`config.mk`:
```
export PLATFORM = sky130hd
export DESIGN_NAME = deco_bcd_seq
export DESIGN_NICKNAME = d
export VERILOG_FILES = /design/src/rtl/deco_bcd_seq.sv
export SDC_FILE = /design/constraint.sdc
export NUM_CORES = 1
export LEC_CHECK = 0
export CORE_MARGIN = 2
export CORE_UTILIZATION = 42
export DETAILED_ROUTE_END_ITERATION = 6
export PLACE_DENSITY = 0.66
export REMOVE_ABC_BUFFERS = 1
export SLEW_MARGIN = 20
export SYNTH_ARGS = -nofsm -noshare
export SYNTH_HDL_FRONTEND = slang
export SYNTH_SLANG_ARGS = --single-unit
```
`constraint.sdc`:
```
create_clock -name clk -period 1.3 [get_ports clk]
set_clock_uncertainty 0.05 [all_clocks]
set_input_delay 0.13 -clock clk [delete_from_list [all_inputs] [get_ports clk]]
set_output_delay 0.13 -clock clk [all_outputs]
set_load 0.02 [all_outputs]
```
`src/rtl/deco_bcd_seq.sv`:
```
// Sequential binary-to-BCD converter (double-dabble, one bit per clock) with
// valid/ready handshakes. Optional two's-complement input via DECO_SIGNED_EN.
module deco_bcd_seq #(
  parameter int WIDTH  = 8,
  parameter int DIGITS = 3
) (
  input  logic                  clk,
  input  logic                  rst,
  input  logic                  in_valid,
  output logic                  in_ready,
  input  logic [WIDTH-1:0]      in_data,
  output logic                  out_valid,
  input  logic                  out_ready,
  output logic [4*DIGITS-1:0]   out_bcd,
  output logic                  overflow
`ifdef DECO_SIGNED_EN
  ,
  output logic                  out_sign
`endif
);

  localparam int CW = $clog2(WIDTH) + 1;
  localparam int BW = 4 * DIGITS;
  localparam logic [CW-1:0] LAST_BIT = CW'(WIDTH - 1);

  typedef enum logic [1:0] {IDLE, CONV, DONE} state_e;

  state_e            state_q, state_d;
  logic [WIDTH-1:0]  bin_q, bin_d;
  logic [BW-1:0]     bcd_q, bcd_d, bcd_adj;
  logic [CW-1:0]     cnt_q, cnt_d;
  logic              ovf_q, ovf_d;
  logic              in_ready_q, in_ready_d;
  logic              out_valid_q, out_valid_d;
  logic [WIDTH-1:0]  load_val;
  logic              sign_q, sign_d;

`ifdef DECO_SIGNED_EN
  // Negating the most negative value wraps back to itself, which read as
  // unsigned is exactly its magnitude 2^(WIDTH-1).
  assign load_val = in_data[WIDTH-1] ? (~in_data + WIDTH'(1)) : in_data;
  assign sign_d   = (state_q == IDLE && in_valid) ? in_data[WIDTH-1] : sign_q;
  assign out_sign = sign_q;
`else
  assign load_val = in_data;
  assign sign_d   = 1'b0;
`endif

  always_comb begin
    // NOTE: every _d gets a default first so no path leaves it unassigned,
    // which would otherwise infer a latch.
    state_d     = state_q;
    bin_d       = bin_q;
    bcd_d       = bcd_q;
    cnt_d       = cnt_q;
    ovf_d       = ovf_q;
    in_ready_d  = in_ready_q;
    out_valid_d = out_valid_q;
    bcd_adj     = bcd_q;
    for (int k = 0; k < DIGITS; k++) begin
      if (bcd_q[4*k +: 4] >= 4'd5) bcd_adj[4*k +: 4] = bcd_q[4*k +: 4] + 4'd3;
    end

    case (state_q)
      IDLE: begin
        if (in_valid) begin
          bin_d      = load_val;
          bcd_d      = '0;
          ovf_d      = 1'b0;
          cnt_d      = '0;
          in_ready_d = 1'b0;
          state_d    = CONV;
        end
      end
      CONV: begin
        // A carry out of the top digit means the value needs more digits.
        bcd_d = {bcd_adj[BW-2:0], bin_q[WIDTH-1]};
        bin_d = {bin_q[WIDTH-2:0], 1'b0};
        ovf_d = ovf_q | bcd_adj[BW-1];
        cnt_d = cnt_q + CW'(1);
        if (cnt_q == LAST_BIT) begin
          out_valid_d = 1'b1;
          state_d     = DONE;
        end
      end
      DONE: begin
        if (out_ready) begin
          out_valid_d = 1'b0;
          in_ready_d  = 1'b1;
          state_d     = IDLE;
        end
      end
      default: begin
        state_d     = IDLE;
        in_ready_d  = 1'b1;
        out_valid_d = 1'b0;
      end
    endcase
  end

  // NOTE: sequential state uses non-blocking assignments so every flop
  // samples the pre-edge value of the others.
  always_ff @(posedge clk) begin
    if (rst) begin
      state_q     <= IDLE;
      bin_q       <= '0;
      bcd_q       <= '0;
      cnt_q       <= '0;
      ovf_q       <= 1'b0;
      in_ready_q  <= 1'b1;
      out_valid_q <= 1'b0;
      sign_q      <= 1'b0;
    end else begin
      state_q     <= state_d;
      bin_q       <= bin_d;
      bcd_q       <= bcd_d;
      cnt_q       <= cnt_d;
      ovf_q       <= ovf_d;
      in_ready_q  <= in_ready_d;
      out_valid_q <= out_valid_d;
      sign_q      <= sign_d;
    end
  end

  assign in_ready  = in_ready_q;
  assign out_valid = out_valid_q;
  assign out_bcd   = bcd_q;
  assign overflow  = ovf_q;

endmodule

```
==> results of run 1 <==
[per-stage QoR]
stage          setup WS [ns]  total power [W]  utilization (%)  hold slack, ns
2_1_floorplan         -0.257          0.00109                -           0.147
3_3_place_gp          -0.127          0.00124             57.7           0.397
3_5_place_dp          -0.199          0.00125             57.7           0.407
4_1_cts              -0.0473          0.00197             62.6           0.413
5_1_grt              -0.0374          0.00209             66.1           0.470
6_report             0.00891          0.00198             66.1           0.443
[power groups by stage]
stage | Combinational [W] | Clock [W] | Sequential, W
floorplan | 0.000117 | 0 | 0.000971
CTS | 0.000285 | 0.000733 | 0.000947
global placement | 0.000272 | 0 | 0.000963
finish | 0.000310 | 0.000723 | 0.000945
detailed placement | 0.000281 | 0 | 0.000966
global route | 0.000339 | 0.000804 | 0.000950
[sequential cells by signal, summed over array words and instances, names as in the netlist]
register	count
bin_q	8
state_q	2
in_ready	1
overflow	1
out_valid	1
out_bcd	12
cnt_q	4
[Yosys cell counts (all sizes together) (5+ instances only)]
library cell and number:
dfxtp 29, inv 20, a21oi 19, nor2 15, nand3 13, buf 11
o21ai 9, ha 7, o211ai 7, nand2 6, o2111ai 6, o221a 6
nand2b 5
[cells by family (layout without fill, tap and decap cells)]
family,count (synthesis),in the layout,synth area share (%)
xor+xnor,3,3,1.66
fa+ha+maj,7,7,5.52
flops,29,29,36.6
simple gates,53,53,18.2
compound gates,62,62,28.4
buf+inv,32,91,8.98
mux,1,1,0.630
[tightest hold or removal path, cell delays in order (launching register included)]
cell	delay (ns)
dfxtp_1	0.32
o21ai_0	0.07
a21oi_1	0.06
[worst paths after layout]
| check | start | end | slack (ns) | cells past startpoint |
|---|---|---|---|---|
| worst max register to register | out_bcd[8] | overflow | 0.009 | 5 |
| worst min register to register | out_bcd[11] | out_bcd[11] | 0.44 | 2 |
| worst max-delay path | out_bcd[8] | overflow | 0.009 | 5 |
| worst min-delay path | out_bcd[11] | out_bcd[11] | 0.44 | 2 |
[metal layers]
metal | routed length [um] | up-vias
met5 | 0 | -
met4 | 56 | 0
met3 | 142 | 6
met2 | 2310 | 26
met1 | 1940 | 779
li1 | - | 788
[layout make-up]
type                       instances  area [um2]  share of cell area (%)
tap                               48        60.1                    2.48
sequential                        29         597                    24.7
clock buffer                       8        80.1                    3.31
multi-input combinational        126        1050                    43.5
inverter                          21        81.3                    3.36
timing repair buffer              62         549                    22.7
[layout by cell type (no fill, tap or decap), types with 2 or more instances in the layout]
master / count
o21ai_0: 7
buf_4: 26
o21a_1: 3
o221a_1: 6
clkbuf_1: 3
clkbuf_8: 5
nand2b_4: 2
o211ai_1: 7
nor4b_2: 2
nand2b_1: 3
a21oi_1: 19
clkdlybuf4s15_1: 2
xnor2_1: 3
inv_2: 5
dfxtp_2: 7
ha_4: 5
nand3_1: 13
o22a_1: 2
clkdlybuf4s50_1: 11
nor2_1: 14
o2111ai_2: 4
a22oi_1: 3
nor2b_4: 3
dlygate4sd2_1: 10
clkbuf_2: 3
o21ai_1: 2
dfxtp_4: 2
nand2_1: 6
inv_1: 14
dfxtp_1: 20
o41ai_2: 3
o2111ai_1: 2
buf_6: 9
[timing repair]
item,in CTS,in global routing
endpoints found under the setup margin,37,17
endpoints found under the hold margin,0,0
buffers inserted,0,2
pin swaps,10,16
cloned,0,0
gates resized for setup,49,36
==> run_results.csv, run 1 <==
group,metric,value,unit
clock_tree,cts_buffers,5,
setup_path,crit_family,"compound AO/OA/AOI/OAI gates",
detailed_routing,wl_per_cell,15.1,um
power,sw_frac_of_total,26.0,%
cells_and_area,fin_area,0.00242,mm2
power,p_switching,0.000514,W
placement,place_congestion,0.873,
power,leakage,0.953,nW
detailed_routing,antenna_left,0,
setup_path,cp_slowest_stage_delay,0.35,ns
job,max_cap_violations,0,
yosys,postSynth.asyncResetShare,0,%
detailed_routing,dr.pass1.iters,4,
yosys,synth-warning-count,0,
setup_path,cp_cell_sequence,"inv_2 > ha_4 > nor2b_4 > o21a_4 > o41ai_2",
die,coreArea,0.00366,mm2
setup_path,crit_fanout,3,
timing,report.final.slew_viol_count,0,
placement,port_buffers,26,
yosys,synth_area,0.00159,mm2
cells_and_area,syn2layout_area_growth,52.3,%
grt,grt_pass1_wl,7580,um
grt,grt_pass1_vias,1630,
detailed_routing,drc,0,
setup_path,cp-start-kind,"flip-flop",
yosys,syn_inst,187,
setup_path,crit_type,"flip-flop to flip-flop",
grt,grt_max_degree,19,
clock_tree,holdBufCountCts,0,
placement,placed_area,0.00211,mm2
yosys,seq_area_frac_synth,36.6,%
clock_tree,cts.sinks,29,
detailed_routing,drtIter0Drc,47,
grt,use_met1,27.6,%
cells_and_area,final_nets,264,
grt,overflow,0,
cells_and_area,final_cells,294,
timing,timing.fmax,0.775,GHz
power,clkPwrFrac,36.5,%
outcome,status,"finished, final reports clean",
timing,rsz0062_at_grt,"yes",
yosys,synthDistinctLibCells,36,
placement,dpl.cell_count,284,
grt,grt_use_met3,6.16,%
cells_and_area,final_layout_size_suffix_gt1_share,35.4,%
yosys,synthTopCellsByArea,"dfxtp_1 (37%), a21oi_1 (6.0%), ha_1 (5.5%)",
timing,final.setup.tns,0,ns
timing,finalSetupViolCount,0,
yosys,synth_edf_count,0,
clock_tree,clk_pin_slew,0.06,ns
hold_path,hp-class,"flip-flop to flip-flop",
setup_path,end_kind,"flip-flop",
yosys,synth_flop_cell,"dfxtp_1",
setup_path,worst-endpoint-arrival,1.43,ns
timing,relSlewSlack,75.2,%
die,dieArea,0.00429,mm2
clock_tree,cts_buffer_depth,2,
yosys,ys_ff_latch,29,
grt,busiest_layer,"met2",
clock_tree,clk_latency,0.29,ns
timing,hold_viol,0,
power,internal_power,0.00146,W
clock_tree,cts-root-buf,"clkbuf_8",
power,combPwrFrac,15.7,%
die,die_width,65.5,um
die,io_pins,27,
placement,dp_hpwl,3010,um
power,peakVddDrop,0.404,mV
setup_path,worst-path-buf-inv,1,
yosys,yosys.area.top_type_share,36.6,%
die,num_rows,22,
detailed_routing,totalWireLength,4450,um
clock_tree,cts_tree,"yes",
yosys,yosysTopAreaCell,"dfxtp_1",
timing,min_period,1.29,ns
die,start_util,43.4,%
detailed_routing,drt-vias-per-instance,5.44,
power,p_seq_share,47.8,%
timing,tightestPinTransition,0.370,ns
timing,fin_crit_sh,99.3,%
grt,grt.total_usage,22.9,%
grt,grtUsageMet2,39.8,%
yosys,syn_avg_cell_area,8.49,um2
setup_path,required,1.44,ns
die,die_y,65.5,um
cells_and_area,diodes,0,
power,power_density,818,mW/mm2
setup_path,critical-path-slowest-cell,"dfxtp_2",
grt,antenna_found_initial,0,
clock_tree,cts_max_level,2,
detailed_routing,via_count,1599,
cells_and_area,fill_cells,311,
No activity file was read; power rests on OpenSTA's default activity.
==> run 2: changes to the inputs <==
--- a/config.mk
+++ b/config.mk
@@ -5,10 +5,11 @@
 export SDC_FILE = /design/constraint.sdc
 export NUM_CORES = 1
 export LEC_CHECK = 0
+export ABC_CLOCK_PERIOD_IN_PS = 1300
 export CORE_MARGIN = 2
 export CORE_UTILIZATION = 42
 export DETAILED_ROUTE_END_ITERATION = 6
-export PLACE_DENSITY = 0.66
+export PLACE_DENSITY_LB_ADDON = 0.12
 export REMOVE_ABC_BUFFERS = 1
 export SLEW_MARGIN = 20
 export SYNTH_ARGS = -nofsm -noshare
==> run 2 against run 1 <==
- hold slack got worse by 0.039 ns
- clock power fell by 2%
- non-clock buffer count did not move
- routed wire length fell by 9.5%
- global-route usage fell by 2.6 points
- register-to-register slack got worse by 0.06 ns
- sequential cell count did not move
- sequential share of layout area rose by 0.30 points
- the run now ends with negative setup slack left
- first-iteration DRC count rose by 79%
- clock-buffer cell count fell by 2
- power fell by 1.7%
- combinational power fell by 7.7%
==> run_results.csv, run 2 (same netlist as run 1, synthesis figures left out) <==
group,metric,value,unit
grt,overflow,0,
timing,fin_crit_sh,104,%
clock_tree,clk_latency,0.28,ns
timing,tightestPinTransition,0.333,ns
cells_and_area,fin_area,0.00237,mm2
detailed_routing,antenna_left,0,
detailed_routing,drc,0,
cells_and_area,layout_commonest_cell,"buf_4",
power,power,0.00194,W
clock_tree,clk_pin_slew,0.07,ns
power,clkPwrFrac,36.6,%
timing,final.setup.tns,-0.0746,ns
power,p_seq_share,48.7,%
clock_tree,cts-root-buf,"clkbuf_8",
power,power_density,820,mW/mm2
die,start_util,43.4,%
cells_and_area,most-common-layout-cells,"buf_4 (32), dfxtp_1 (20), a21oi_1 (19)",
cells_and_area,regArea,592,um2
outcome,violations,"negative setup slack",
cells_and_area,fill_cells,312,
timing,report.final.slew_viol_count,0,
die,coreArea,0.00366,mm2
die,die_width,65.5,um
clock_tree,cts_buffer_depth,2,
cells_and_area,diodes,0,
setup_path,critical-path-slowest-cell,"dfxtp_2",
detailed_routing,totalWireLength,4030,um
cells_and_area,largest_reg_flops,12,
cells_and_area,multi_input_area,0.00103,mm2
placement,pre_cts_slack,-0.182,ns
die,dieArea,0.00429,mm2
power,p_switching,0.000501,W
timing,min_period,1.35,ns
power,combPwrFrac,14.7,%
die,num_rows,22,
setup_path,crit_type,"flip-flop to flip-flop",
die,die_y,65.5,um
timing,rsz0062_at_grt,"yes",
power,internal_power,0.00144,W
clock_tree,cts.sinks,29,
job,max_cap_violations,0,
cells_and_area,syn2layout_area_growth,49.3,%
setup_path,end_kind,"flip-flop",
detailed_routing,drtIter0Drc,84,
clock_tree,cts_buffers,5,
power,peakVddDrop,0.659,mV
detailed_routing,drt-vias-per-instance,5.29,
power,leakage,0.942,nW
clock_tree,cts_tree,"yes",
setup_path,cp-start-kind,"flip-flop",
placement,dp_hpwl,2800,um
cells_and_area,final_nets,264,
setup_path,worst-endpoint-arrival,1.47,ns
clock_tree,cts_max_level,2,
placement,placed_area,0.00210,mm2
hold_path,hp-class,"flip-flop to flip-flop",
setup_path,cp_slowest_stage_delay,0.35,ns
detailed_routing,via_count,1556,
setup_path,cp_cell_sequence,"inv_4 > ha_4 > nor2b_4 > o21a_1 > o41ai_2",
timing,timing.fmax,0.739,GHz
die,io_pins,27,
placement,port_buffers,26,
detailed_routing,wl_per_cell,13.7,um
timing,hold_viol,0,
setup_path,crit_fanout,2,
power,sw_frac_of_total,25.8,%
setup_path,required,1.42,ns
cells_and_area,utilization,64.7,%
detailed_routing,dr.pass1.iters,5,
grt,grt_pass1_vias,1549,
timing,finalSetupViolCount,3,
cells_and_area,final_layout_size_suffix_gt1_share,35.4,%
grt,grt_max_degree,19,
grt,antenna_found_initial,0,
timing,setup_ws,-0.0538,ns
timing,relSlewSlack,77.7,%
outcome,status,"complete, but fails checks",
placement,place_congestion,0.764,
grt,grt.total_usage,20.3,%
grt,grt_pass1_wl,6770,um
-- run 2: changes by cell type in the layout (fill, tap and decap cells not counted), moves of 3 or more --
cell     delta
buf_4       +6
buf_6       -6
o21ai_0     -3
o21ai_1     +3
-- run 2: repair_timing --
item	CTS	global route
buffers inserted	3	1
hold buffers	0	0
resized for setup	47	30
hold endpoints to repair	0	0
pin swaps	9	12
endpoints found under the setup margin	40	18
-- run 2: final timing paths --
path                                  from  slack [ns]        end  cells after the start
worst min register to register   out_valid        0.40  out_valid                      2
worst min-delay path             out_valid        0.40  out_valid                      2
worst max register to register  out_bcd[9]       -0.05   overflow                      5
worst max-delay path            out_bcd[9]       -0.05   overflow                      5
-- run 2: power groups by stage --
stage	clock [W]	combinational, W	sequential, W
2_1_floorplan	0	0.000117	0.000971
3_3_place_gp	0	0.000266	0.000963
3_5_place_dp	0	0.000271	0.000964
4_1_cts	0.000729	0.000276	0.000945
5_1_grt	0.000764	0.000314	0.000949
6_report	0.000712	0.000286	0.000945
-- run 2: stage by stage --
| stage | instances | hold slack [ns] |
|---|---|---|
| after floorplan | 176 | 0.147 |
| after global placement | 282 | 0.401 |
| after detailed placement | 282 | 0.402 |
| after CTS | 293 | 0.408 |
| after global routing | 294 | 0.448 |
| final | 294 | 0.404 |
-- run 2: area by class of cell --
type                       count  share of cell area, %
tap                           48                   2.53
clock inverter                 2                  0.422
sequential                    29                   25.0
clock buffer                   6                   3.06
inverter                      21                   3.43
timing repair buffer          62                   22.2
multi-input combinational    126                   43.3
-- run 2: layer usage --
metal	vias up	routed length [um]	global-route usage, %
li1	785	-	-
met1	722	1850	25.0
met2	45	1940	34.9
met3	4	209	5.82
met4	0	28	4.69
met5	-	0	0
-- run 2: critical path: cells and delay by family (launching register included) --
family	cells	cell delay, ns
fa+ha+maj	1	0.15
buf+inv	1	0.05
simple gates	1	0.13
compound gates	2	0.50
flops	1	0.35
==> run 3: changes to the inputs <==
--- a/config.mk
+++ b/config.mk
@@ -9,6 +9,7 @@
 export CORE_MARGIN = 2
 export CORE_UTILIZATION = 42
 export DETAILED_ROUTE_END_ITERATION = 6
+export GPL_TIMING_DRIVEN = 1
 export PLACE_DENSITY_LB_ADDON = 0.12
 export REMOVE_ABC_BUFFERS = 1
 export SLEW_MARGIN = 20
==> results of run 3 <==
The final DEF is identical to that of run 2; final timing and power are the same.
